## src/rtl/slavefifo2b_pkg.sv

```systemverilog
// Shared definitions for the FX3 Slave FIFO 2-bit stream blocks: state encoding,
// data width and default inter-burst delay.
package slavefifo2b_pkg;

    localparam int FX3_DATA_W          = 32;
    localparam int WR_DELAY_CYCLES_DEF = 3;

    typedef enum logic [2:0] {
        ST_IDLE       = 3'd0,
        ST_FLAGA_RCVD = 3'd1,
        ST_WAIT_FLAGB = 3'd2,
        ST_WRITE      = 3'd3,
        ST_WR_DELAY   = 3'd4,
        ST_PKTEND     = 3'd5
    } state_e;

endpackage

```

## src/rtl/slavefifo2b_pattern_gen.sv

```systemverilog
// Incrementing 32-bit test pattern plus running word counter; both advance
// once per written word and wrap modulo 2^32.
module slavefifo2b_pattern_gen
    import slavefifo2b_pkg::*;
#(
    parameter logic [FX3_DATA_W-1:0] DATA_INIT = '0
) (
    input  logic                  clk_100,
    input  logic                  reset_,
    input  logic                  enable,
    output logic [FX3_DATA_W-1:0] data,
    output logic [31:0]           count
);

    logic [FX3_DATA_W-1:0] data_q, data_d;
    logic [31:0]           count_q, count_d;

    always_comb begin
        data_d  = data_q;
        count_d = count_q;
        if (enable) begin
            data_d  = data_q + 1'b1;
            count_d = count_q + 1'b1;
        end
    end

    always_ff @(posedge clk_100 or negedge reset_) begin
        if (!reset_) begin
            data_q  <= DATA_INIT;
            count_q <= '0;
        end else begin
            data_q  <= data_d;
            count_q <= count_d;
        end
    end

    assign data  = data_q;
    assign count = count_q;

endmodule

```

## src/rtl/slavefifo2b_stream_in_writer.sv

```systemverilog
// Stream-IN master (FPGA -> FX3): writes an incrementing pattern under FX3 flag control.
// Optional short-packet commit on mode drop is enabled by STREAM_IN_PKTEND_EN.
//
//   state       | meaning
//   ------------+---------------------------------------------------------
//   idle        | waiting for stream-IN mode and thread-ready (flaga)
//   flaga_rcvd  | thread ready seen, one settle cycle
//   wait_flagb  | waiting for space above watermark (flagb)
//   write       | strobing one word per cycle
//   wr_delay    | post-burst settle, down-counter to zero
//   pktend      | one-cycle packet-end strobe (optional feature only)
module slavefifo2b_stream_in_writer
    import slavefifo2b_pkg::*;
#(
    parameter logic [FX3_DATA_W-1:0] DATA_INIT       = 32'd0,
    parameter int                    WR_DELAY_CYCLES = WR_DELAY_CYCLES_DEF
) (
    input  logic                  clk_100,
    input  logic                  reset_,
    input  logic                  stream_in_mode_selected,
    input  logic                  flaga_d,
    input  logic                  flagb_d,
    output logic                  slwr_streamIN_,
    output logic                  pktend_streamIN_,
    output logic [FX3_DATA_W-1:0] data_out_stream_in,
    output logic [31:0]           words_written
);

    localparam logic [3:0] DLY_LOAD = 4'(WR_DELAY_CYCLES - 1);

    state_e     state_q, state_d;
    logic [3:0] dly_q, dly_d;

    always_comb begin
        state_d = state_q;
        dly_d   = dly_q;
        case (state_q)
            ST_IDLE: begin
                if (stream_in_mode_selected && flaga_d) state_d = ST_FLAGA_RCVD;
            end
            ST_FLAGA_RCVD: state_d = ST_WAIT_FLAGB;
            ST_WAIT_FLAGB: begin
                if (!stream_in_mode_selected) state_d = ST_IDLE;
                else if (flagb_d)             state_d = ST_WRITE;
            end
            ST_WRITE: begin
`ifdef STREAM_IN_PKTEND_EN
                // Being in write means this cycle strobes a word, so a burst
                // ending on mode drop always has data to commit.
                if (!stream_in_mode_selected) begin
                    state_d = ST_PKTEND;
                end else if (!flagb_d) begin
                    state_d = ST_WR_DELAY;
                    dly_d   = DLY_LOAD;
                end
`else
                if (!stream_in_mode_selected || !flagb_d) begin
                    state_d = ST_WR_DELAY;
                    dly_d   = DLY_LOAD;
                end
`endif
            end
`ifdef STREAM_IN_PKTEND_EN
            ST_PKTEND: begin
                state_d = ST_WR_DELAY;
                dly_d   = DLY_LOAD;
            end
`endif
            ST_WR_DELAY: begin
                if (dly_q == 4'd0) state_d = ST_IDLE;
                else               dly_d   = dly_q - 4'd1;
            end
            default: state_d = ST_IDLE;
        endcase
    end

    always_ff @(posedge clk_100 or negedge reset_) begin
        if (!reset_) begin
            state_q <= ST_IDLE;
            dly_q   <= 4'd0;
        end else begin
            state_q <= state_d;
            dly_q   <= dly_d;
        end
    end

    assign slwr_streamIN_ = (state_q != ST_WRITE);
`ifdef STREAM_IN_PKTEND_EN
    assign pktend_streamIN_ = (state_q != ST_PKTEND);
`else
    assign pktend_streamIN_ = 1'b1;
`endif

    slavefifo2b_pattern_gen #(
        .DATA_INIT (DATA_INIT)
    ) u_pattern (
        .clk_100 (clk_100),
        .reset_  (reset_),
        .enable  (!slwr_streamIN_),
        .data    (data_out_stream_in),
        .count   (words_written)
    );

endmodule

```

## config.mk

```make
export PLATFORM = sky130hd
export DESIGN_NAME = slavefifo2b_stream_in_writer
export DESIGN_NICKNAME = d
export VERILOG_FILES = /design/src/rtl/slavefifo2b_pkg.sv /design/src/rtl/slavefifo2b_pattern_gen.sv /design/src/rtl/slavefifo2b_stream_in_writer.sv
export SDC_FILE = /design/constraint.sdc
export NUM_CORES = 1
export LEC_CHECK = 0
export ABC_CLOCK_PERIOD_IN_PS = 3120
export BUFFER_PORTS_ARGS = -buffer_cell sky130_fd_sc_hd__buf_2
export CORE_MARGIN = 2
export CORE_UTILIZATION = 35
export DETAILED_ROUTE_END_ITERATION = 7
export SETUP_SLACK_MARGIN = 0.02
export SLEW_MARGIN = 25
export SYNTH_ARGS = -nofsm -noshare
export SYNTH_HDL_FRONTEND = slang
export SYNTH_SLANG_ARGS = --single-unit
```

## constraint.sdc

```tcl
create_clock -name clk_100 -period 3.12 [get_ports clk_100]
set_clock_uncertainty 0.15 [all_clocks]
set_input_delay 0.936 -clock clk_100 [delete_from_list [all_inputs] [get_ports clk_100]]
set_output_delay 0.936 -clock clk_100 [all_outputs]
set_load 0.005 [all_outputs]
```

-- After elaboration in Yosys (flattened, before gate mapping)
Cells that the tools add are included.
- multiplexer cells: 9
- reduce and logical (&&, ||, !) cells: 9
- add/sub/neg operators: 3
- equal/unequal tests: 10
- operator list (kind ; number):
    $add A32 B1 Y32 const B ; 2
    $mux W3 ; 5
    $pmux W3 S5 ; 1
    $mux W4 ; 2
    $ne A2 B2 Y1 const B ; 4
    $pmux W4 S2 ; 1
    $eq A3 B2 Y1 const B ; 2
    $logic_not A4 Y1 ; 1
    $reduce_and A4 Y1 ; 1
    $sub A4 B1 Y4 const B ; 1
    $eq A3 B1 Y1 const B ; 1
    $eq A3 B3 Y1 const B ; 1
    $logic_not A3 Y1 ; 1
    $ne A3 B2 Y1 const B ; 1
    $ne A3 B3 Y1 const B ; 1
    $reduce_and A3 Y1 ; 1
    $logic_not A1 Y1 ; 2
    $reduce_bool A2 Y1 ; 1
    $logic_and A1 B1 Y1 ; 1
    $logic_or A1 B1 Y1 ; 1
- register bits: 71
- bits of input ports: 5
- output and inout bits: 66
- word-level logic and storage cells: 35

-- Logic depth before layout (Yosys ltp)
Gate-level depths: netlist (run 1).
- word-level depth: 4
- depth in mapped cells: 6
- mapped depth without buffers: 6

-- Modules after synthesis
Synthesis (run 1) repeated with hierarchy kept, for this count alone.
- cell total of the unflattened synthesis: 298
- area, all modules: 3305.7 um^2
- modules (own cells, without submodules) (module ; cells an instance ; sequential area each (um^2) ; times used ; area each (um^2)):
    slavefifo2b_pattern_gen ; 252 ; 1601.5 ; 1 ; 2856.5
    slavefifo2b_stream_in_writer ; 46 ; 175.2 ; 1 ; 449.2

-- Least setup slack after synthesis (run 1)
Ideal clock, no wire load.
- path type: reg-to-reg
- start: register state_q[2]
- end: register u_pattern.count_q[20] (netlist: u_pattern.count[20])
- period minus slack after synthesis: 2077 ps
- data required time: 2845 ps
- setup time: 125 ps
- path buffers: 1
- setup slack: 1043 ps
- arrival time: 1802 ps
- cell stages (with the launch flop): 7
- path through: dfrtp_1 > and3b_2 > inv_2 > buf_2 > nor4b_2 > nand4_1 > xnor2_1
- longest elaborated chain between the ends: 1
- ends and longest elaborated chain (element ; RTL line ; source):
    start: declaration ; slavefifo2b_stream_in_writer.sv:31 ; state_e state_q, state_d;
    start signal: assignment ; slavefifo2b_stream_in_writer.sv:82 ; state_q <= state_d;
    $ne A3 B2 Y1 ; slavefifo2b_stream_in_writer.sv:87 ; assign slwr_streamIN_ = (state_q != ST_WRITE);
    via slwr_streamIN_ ; slavefifo2b_stream_in_writer.sv:23 ; output logic slwr_streamIN_,
    end signal: assignment ; slavefifo2b_pattern_gen.sv:33 ; count_q <= count_d;
    end: declaration ; slavefifo2b_pattern_gen.sv:16 ; logic [31:0] count_q, count_d;
The timed path passes the listed nets, and every way through them passes these cells.
A chain may end at the register's enable or synchronous reset.

-- Worst setup path after layout (run 1)
- start: register state_q[2]
- end: output slwr_streamIN_
- longest elaborated chain between the ends: 1
- ends and longest elaborated chain (element ; RTL line):
    $ne A3 B2 Y1 ; slavefifo2b_stream_in_writer.sv:87
    end: declaration ; slavefifo2b_stream_in_writer.sv:23
Every way passes these cells.

==> results of run 1 <==
[power by group through the flow]
stage | Sequential [mW] | Combinational, mW | Clock [mW]
6_report | 1.09 | 0.277 | 0.839
3_3_place_gp | 1.11 | 0.271 | 0
4_1_cts | 1.09 | 0.281 | 0.867
3_5_place_dp | 1.11 | 0.278 | 0
2_1_floorplan | 1.09 | 0.172 | 0
5_1_grt | 1.11 | 0.314 | 0.905
[Yosys cell counts (all sizes together)]
cell | n | area [sq um]
xnor2 | 41 | 359
and2 | 8 | 50.1
nor3b | 2 | 15.0
and3b | 1 | 10.0
nand3 | 24 | 120
nand4b | 1 | 8.76
ha | 3 | 37.5
o21ai | 1 | 5.00
and3 | 8 | 50.1
or3b | 1 | 8.76
nor4 | 10 | 75.1
buf | 3 | 23.8
clkbuf | 3 | 11.3
o22a | 1 | 8.76
a22oi | 1 | 7.51
a21oi | 1 | 5.00
and4 | 7 | 61.3
inv | 10 | 37.5
o211ai | 1 | 7.51
nor3 | 12 | 60.1
xor2 | 22 | 193
nand2b | 2 | 12.5
o22ai | 1 | 6.26
nor2 | 10 | 37.5
dfrtp | 71 | 1780
nand2 | 30 | 113
o2bb2ai | 1 | 8.76
or4 | 2 | 18.8
nor4b | 2 | 23.8
a32o | 1 | 10.0
conb | 1 | 3.75
mux2i | 1 | 10.0
nand4 | 25 | 156
[state kept, by name, indices dropped and copies added (netlist names)]
signal	flops
state_q	3
u_pattern.data	32
dly_q	4
u_pattern.count	32
[layout make-up]
| type | instances | area (sq um) |
|---|---|---|
| Fill cell | 908 | 5160 |
| Sequential cell | 71 | 1780 |
| Multi-Input combinational cell | 221 | 1480 |
| Timing Repair Buffer | 73 | 388 |
| Tap cell | 129 | 161 |
| Clock buffer | 11 | 151 |
| Clock inverter | 5 | 80.1 |
| Inverter | 10 | 37.5 |
[cells by family after synthesis]
kind of cell               Yosys count  synth area share (%)
and+or+nand+nor                    145                  24.6
xor gates and xnor gates            63                  16.6
buffers and inverters               16                  2.18
adders and majority gates            3                  1.13
DFF                                 71                  53.3
AOI/OAI and AO/OA                    8                  1.77
muxes                                1                 0.300
other                                1                 0.113
[routing by layer]
| layer | GRT usage, % | routed length, um | up-vias |
|---|---|---|---|
| met5 | 0 | 0 | - |
| met3 | 3.73 | 337 | 12 |
| li1 | - | - | 1247 |
| met1 | 20.2 | 3590 | 1247 |
| met4 | 7.17 | 132 | 0 |
| met2 | 22.3 | 3360 | 62 |
[worst reg2reg max path, delay by kind of cell, from the launching register on]
family                 cells  cell delay, ps
XOR/XNOR                   1             180
buffers and inverters      1             160
AND/OR/NAND/NOR            3            1450
flip-flops                 1             420
[metrics by stage]
stage	power (mW)	utilization, %
floorplan	1.26	-
global placement	1.38	41.6
detailed placement	1.39	41.6
CTS	2.24	44.1
global route	2.33	44.1
finish	2.21	44.1
[final timing paths]
| check | from | to | slack [ps] | cells past startpoint |
|---|---|---|---|---|
| worst min-delay path | u_pattern.data[31] | u_pattern.data[31] | 320 | 1 |
| worst max register to register | state_q[2] | u_pattern.data[30] | 680 | 5 |
| max in group asynchronous | reset_ | u_pattern.count[12] | 1740 | 2 |
| worst min register to register | u_pattern.data[31] | u_pattern.data[31] | 320 | 1 |
| min in group asynchronous | reset_ | u_pattern.count[25] | 450 | 1 |
| worst max-delay path | state_q[2] | slwr_streamIN_ | 560 | 3 |
==> results.yml, run 1 <==
status:
  status: "complete, no violations"
sta:
  max_freq_mhz: 391
  finalCritPeriodShare_pct: 81.9
  whs_ps: 318
  tightest_slew_ps: 765
  tns_ps: 0
  hold_violations: 0
  layout_min_cycle_time_ps: 2560
  setup_viol: 0
  slew_violations: 0
  slew_headroom_pct: 48.5
  rsz0062_at_grt: "no"
  fin_ws_ps: 563
power:
  power_frac_seq_pct: 49.5
  p_int_mw: 1.62
  p_clk_share_pct: 38.0
  p_sw_share_pct: 26.7
  pwr_density_cell_nw_per_um2: 542
  vdd_drop_max_uv: 377
  combPwrFrac_pct: 12.5
  leakagePower_nw: 2.01
  p_sw_mw: 0.590
logic_synthesis:
  synth_warnings: 0
  synth_cell_type_count: 39
  netlist_instances: 308
  syn_area_sq_um: 3330
  synth_fp_nets: 316
  syn_area_per_cell_sq_um: 10.8
  yosysSeqAreaShare_pct: 53.3
  ys_ff_latch: 71
critical_path:
  path_delay_family: "flip-flops"
  critPathCaptureType: "output pin"
  cp_cell_sequence: "and3b_2 > inv_2 > buf_2"
  worst_setup_path_start_kind: "flip-flop"
  cp_slowest_cell: "dfrtp_1"
  crit_type: "reg -> out"
  cp.required_ps: 2030
  cp_max_fo: 13
  arrival_ps: 1470
  crit_buf_inv: 2
  slowest_delay_ps: 420
die:
  io_pins: 71
  dieWidth_um: 102
  rows: 35
  core_sq_um: 9240
  die_area_sq_um: 10300
  die_y_um: 102
  initial_core_util_pct: 36.1
layout:
  nets: 394
  area_growth_pct: 22.4
  final_area_sq_um: 4080
  final_cell_mix: "71 x dfrtp_1, 69 x buf_2, 41 x xnor2_1"
  layoutNonFillerInstCount: 520
  drive_gt1_share_pct: 24.6
  antenna_cells: 0
  final_common_cell: "dfrtp_1"
global_route:
  grt_overflow: 0
  grt_pass1_vias: 2447
  antenna_found_initial: 0
  grt_pass1_wl_um: 12000
  grt_util_all_layers_pct: 14.9
  grt_max_degree: 27
clocking:
  clock_path_buffers: 2
  htree_num_levels: 3
  cts_resized: 0
  cts_hold_buf: 0
  root_buffer: "clkbuf_8"
  clkSinkCount: 71
  clk_pin_slew_ps: 70
  tritoncts: "yes"
  clk_latency_ps: 340
  numCtsBuffers: 9
  cts_setup_buffers: 0
routing:
  postRouteAntennaNets: 0
  drc_errors: 0
  dr.pass1.iters: 4
  viasPerCell: 4.94
  wirelength_um: 7420
  wl_per_cell_um: 14.3
  dr.first_iter.drc_count: 118
  vias: 2568
place:
  hpwl_um: 5350
  placed_area_sq_um: 3850
  dp.cells: 504
  port_buffers: 69
  place.gp.congestion: 0.812
  place_ws_ps: 701
run:
  maxCapViolations: 0
hold_path:
  min_path_type: "reg -> reg"
(Power assumes the default switching activity.)
==> run 2, diff against run 1 <==
- ABC_CLOCK_PERIOD_IN_PS: 3120 -> 2400
- clock period: 3.12 -> 2.4 ns (I/O delays scaled with it)
==> results.yml, run 2 (synthesized netlist as in run 1, its figures left out) <==
status:
  status: "complete, no violations"
critical_path:
  rr_startpoint: "state_q[2]"
  r2r_cells: 5
  critical_path.startpoint: "state_q[2]"
  critPathCaptureType: "output pin"
  regToRegSetupSlack_ps: 250
  reg2reg_to: "u_pattern.data[25]"
  worst_setup_path_start_kind: "flip-flop"
  worstSetupEndpoint: "slwr_streamIN_"
  arrival_ps: 1370
  cp.required_ps: 1530
  cp_max_fo: 10
  crit_type: "reg -> out"
routing:
  wl_per_cell_um: 13.9
  postRouteAntennaNets: 0
  dr.pass1.iters: 4
  dr.first_iter.drc_count: 85
  wirelength_um: 7280
  vias: 2572
  drc_errors: 0
  viasPerCell: 4.93
clocking:
  htree_num_levels: 3
  cts_resized: 0
  clock_path_buffers: 2
  clkSinkCount: 71
  clk_latency_ps: 350
  cts_setup_buffers: 0
  clk_pin_slew_ps: 80
  root_buffer: "clkbuf_8"
  tritoncts: "yes"
  cts_hold_buf: 0
  numCtsBuffers: 9
layout:
  nets: 396
  final_cell_mix: "71 x dfrtp_1, 69 x buf_2, 41 x xnor2_1"
  regArea_sq_um: 1780
  final_common_cell: "dfrtp_1"
  final_area_sq_um: 4130
  antenna_cells: 0
  area_growth_pct: 24.0
  fill_cells: 899
  layoutNonFillerInstCount: 522
  multiInputGateArea_sq_um: 1480
  drive_gt1_share_pct: 24.7
sta:
  tns_ps: 0
  hold_violations: 0
  fin_ws_ps: 163
  tightest_slew_ps: 557
  rsz0062_at_grt: "no"
  finalCritPeriodShare_pct: 93.2
  layout_min_cycle_time_ps: 2240
  max_freq_mhz: 447
  slew_headroom_pct: 62.7
  setup_viol: 0
  slew_violations: 0
  whs_ps: 224
power:
  vdd_drop_max_uv: 395
  leakagePower_nw: 2.04
  pwr_density_cell_nw_per_um2: 742
place:
  placed_area_sq_um: 3860
  port_buffers: 69
  hpwl_um: 5100
  dp.cells: 506
  place.gp.congestion: 0.821
  place_ws_ps: 264
global_route:
  grt_util_all_layers_pct: 15.0
  antenna_found_initial: 0
  grt_overflow: 0
  grt_pass1_vias: 2469
  grt_pass1_wl_um: 12200
  grt_max_degree: 72
hold_path:
  min_path_type: "in -> async"
die:
  io_pins: 71
  initial_core_util_pct: 36.1
  core_sq_um: 9240
  die_area_sq_um: 10300
  dieWidth_um: 102
  rows: 35
  die_y_um: 102
run:
  maxCapViolations: 0
## run 2: cell types whose count changed in the layout (fill, tap and decap cells not counted)
cell,previous run,this run
clkbuf_1,0,1
clkinv_2,1,0
clkinvlp_4,2,0
clkbuf_8,11,10
bufinv_16,2,4
buf_4,3,5
clkinv_4,0,1
## run 2: final cells by class
class | count | area share (%)
flip-flops and latches | 71 | 43.0
multi-input cells | 221 | 35.9
repair buffers | 75 | 9.75
well taps | 129 | 3.91
clock buffers | 11 | 3.42
clock inverters | 5 | 3.12
inverters | 10 | 0.909
## run 2: how the worst min path moves through the flow
stage                        start                  end  slack, ps
2_1_floorplan               reset_             dly_q[0]        270
3_3_place_gp   u_pattern.count[31]  u_pattern.count[31]        300
3_5_place_dp   u_pattern.count[31]  u_pattern.count[31]        320
4_1_cts                     reset_  u_pattern.count[25]        240
5_1_grt                     reset_  u_pattern.count[25]        270
6_report                    reset_  u_pattern.count[25]        220
## run 2: routing by layer
layer	part of all wire, %	GRT usage (%)	wire [um]	up-vias
li1	-	-	-	1246
met1	49	21.0	3540	1272
met2	46	22.2	3320	43
met3	3.7	3.24	269	11
met4	1.9	7.28	140	0
met5	0	0	0	-
## run 2: per-stage QoR
step | total power, mW | utilization (%)
after floorplan | 1.64 | -
after global placement | 1.79 | 41.8
after detailed placement | 1.80 | 41.8
after CTS | 3.11 | 44.7
after global routing | 3.23 | 44.7
final | 3.06 | 44.7
## run 2: critical path, cell delays in order (launching register included)
cell and delay (ps):
dfrtp_1 420, and3b_2 260, inv_2 40, buf_4 170, buf_2 140
## run 2: where the power goes
group          switching [mW]  total (mW)  internal, mW
Sequential              0.127        1.42          1.29
Combinational           0.180       0.355         0.176
Clock                   0.462        1.29         0.827
==> run 3, diff against run 2 <==
- PLACE_DENSITY: not set -> 0.66
==> results.yml, run 3 (synthesized netlist as in run 1, its figures left out) <==
status:
  status: "complete, no violations"
layout:
  drive_gt1_share_pct: 24.7
  antenna_cells: 0
  nets: 396
  final_common_cell: "dfrtp_1"
  area_growth_pct: 23.2
  fill_cells: 883
  utilization_pct: 44.4
  final_cell_mix: "71 x dfrtp_1, 69 x buf_2, 41 x xnor2_1"
  multiInputGateArea_sq_um: 1480
  regArea_sq_um: 1780
sta:
  setup_viol: 0
  slew_violations: 0
  rsz0062_at_grt: "no"
  slew_headroom_pct: 63.3
  finalCritPeriodShare_pct: 93.0
  layout_min_cycle_time_ps: 2230
  hold_violations: 0
  tns_ps: 0
  tightest_slew_ps: 549
  max_freq_mhz: 448
routing:
  wl_per_cell_um: 13.3
  dr.first_iter.drc_count: 76
  viasPerCell: 4.83
  wirelength_um: 6920
  vias: 2514
  dr.pass1.iters: 4
  postRouteAntennaNets: 0
  drc_errors: 0
place:
  place.gp.congestion: 0.769
  port_buffers: 69
  hpwl_um: 5040
die:
  die_area_sq_um: 10300
  io_pins: 71
  rows: 35
  core_sq_um: 9240
  dieWidth_um: 102
  initial_core_util_pct: 36.1
  die_y_um: 102
clocking:
  root_buffer: "clkbuf_8"
  cts_resized: 0
  clock_path_buffers: 2
  clk_pin_slew_ps: 80
  clkSinkCount: 71
  tritoncts: "yes"
  cts_setup_buffers: 0
  numCtsBuffers: 9
  cts_hold_buf: 0
  htree_num_levels: 3
  clk_latency_ps: 340
global_route:
  grt_overflow: 0
  grt_pass1_vias: 2403
  grt_util_all_layers_pct: 14.1
  grt_max_degree: 72
  antenna_found_initial: 0
  grt_pass1_wl_um: 11500
critical_path:
  worst_setup_path_start_kind: "flip-flop"
  arrival_ps: 1360
  critPathCaptureType: "output pin"
  r2r_cells: 5
  crit_type: "reg -> out"
  cp_max_fo: 10
  cp.required_ps: 1530
power:
  vdd_drop_max_uv: 293
  pwr_density_cell_nw_per_um2: 714
  leakagePower_nw: 2.02
hold_path:
  min_path_type: "in -> async"
run:
  maxCapViolations: 0
==> run 3: routing by layer <==
layer | vias up | wire, um | global-route usage (%)
met4 | 0 | 93 | 6.86
met1 | 1204 | 3340 | 19.4
met5 | - | 0 | 0
met2 | 47 | 3210 | 21.2
met3 | 9 | 279 | 2.90
li1 | 1254 | - | -
==> run 3: through the flow <==
step           std cells  area, sq um  setup WS (ps)  total power, mW  hold WS, ps
5_1_grt              521         4110            104             3.08          263
4_1_cts              521         4110            143             2.97          248
6_report             521         4110            168             2.93          239
3_3_place_gp         506         3860            325             1.79          307
2_1_floorplan        308         3330            323             1.64          274
3_5_place_dp         506         3860            257             1.81          312
==> run 3: final timing paths <==
| check | end | slack (ps) | startpoint |
|---|---|---|---|
| worst min-delay path | u_pattern.count[25] | 240 | reset_ |
| min in group clk_100 | u_pattern.count[31] | 320 | u_pattern.count[31] |
| worst max register to register | u_pattern.data[25] | 240 | state_q[2] |
| worst max-delay path | slwr_streamIN_ | 170 | state_q[2] |
| worst min register to register | u_pattern.count[31] | 320 | u_pattern.count[31] |
| max in group asynchronous | state_q[1] | 1550 | reset_ |
==> run 3: worst max-delay path, stage by stage (launching register included) <==
cell and delay, ps:
dfrtp_1 420, and3b_2 260, inv_2 40, buf_4 170
buf_2 140
==> run 3: layout make-up <==
cell class | count | share of cell area (%)
clock buffers | 10 | 3.35
clock inverters | 5 | 2.59
inverters | 10 | 0.914
multi-input cells | 221 | 36.1
flip-flops and latches | 71 | 43.3
well taps | 129 | 3.93
repair buffers | 75 | 9.81
==> run 3: report_power, final <==
part | total [mW] | switching (mW) | internal (mW) | leakage [nW]
Clock | 1.16 | 0.442 | 0.715 | 0.119
Sequential | 1.42 | 0.124 | 1.29 | 0.976
Combinational | 0.358 | 0.182 | 0.176 | 0.928
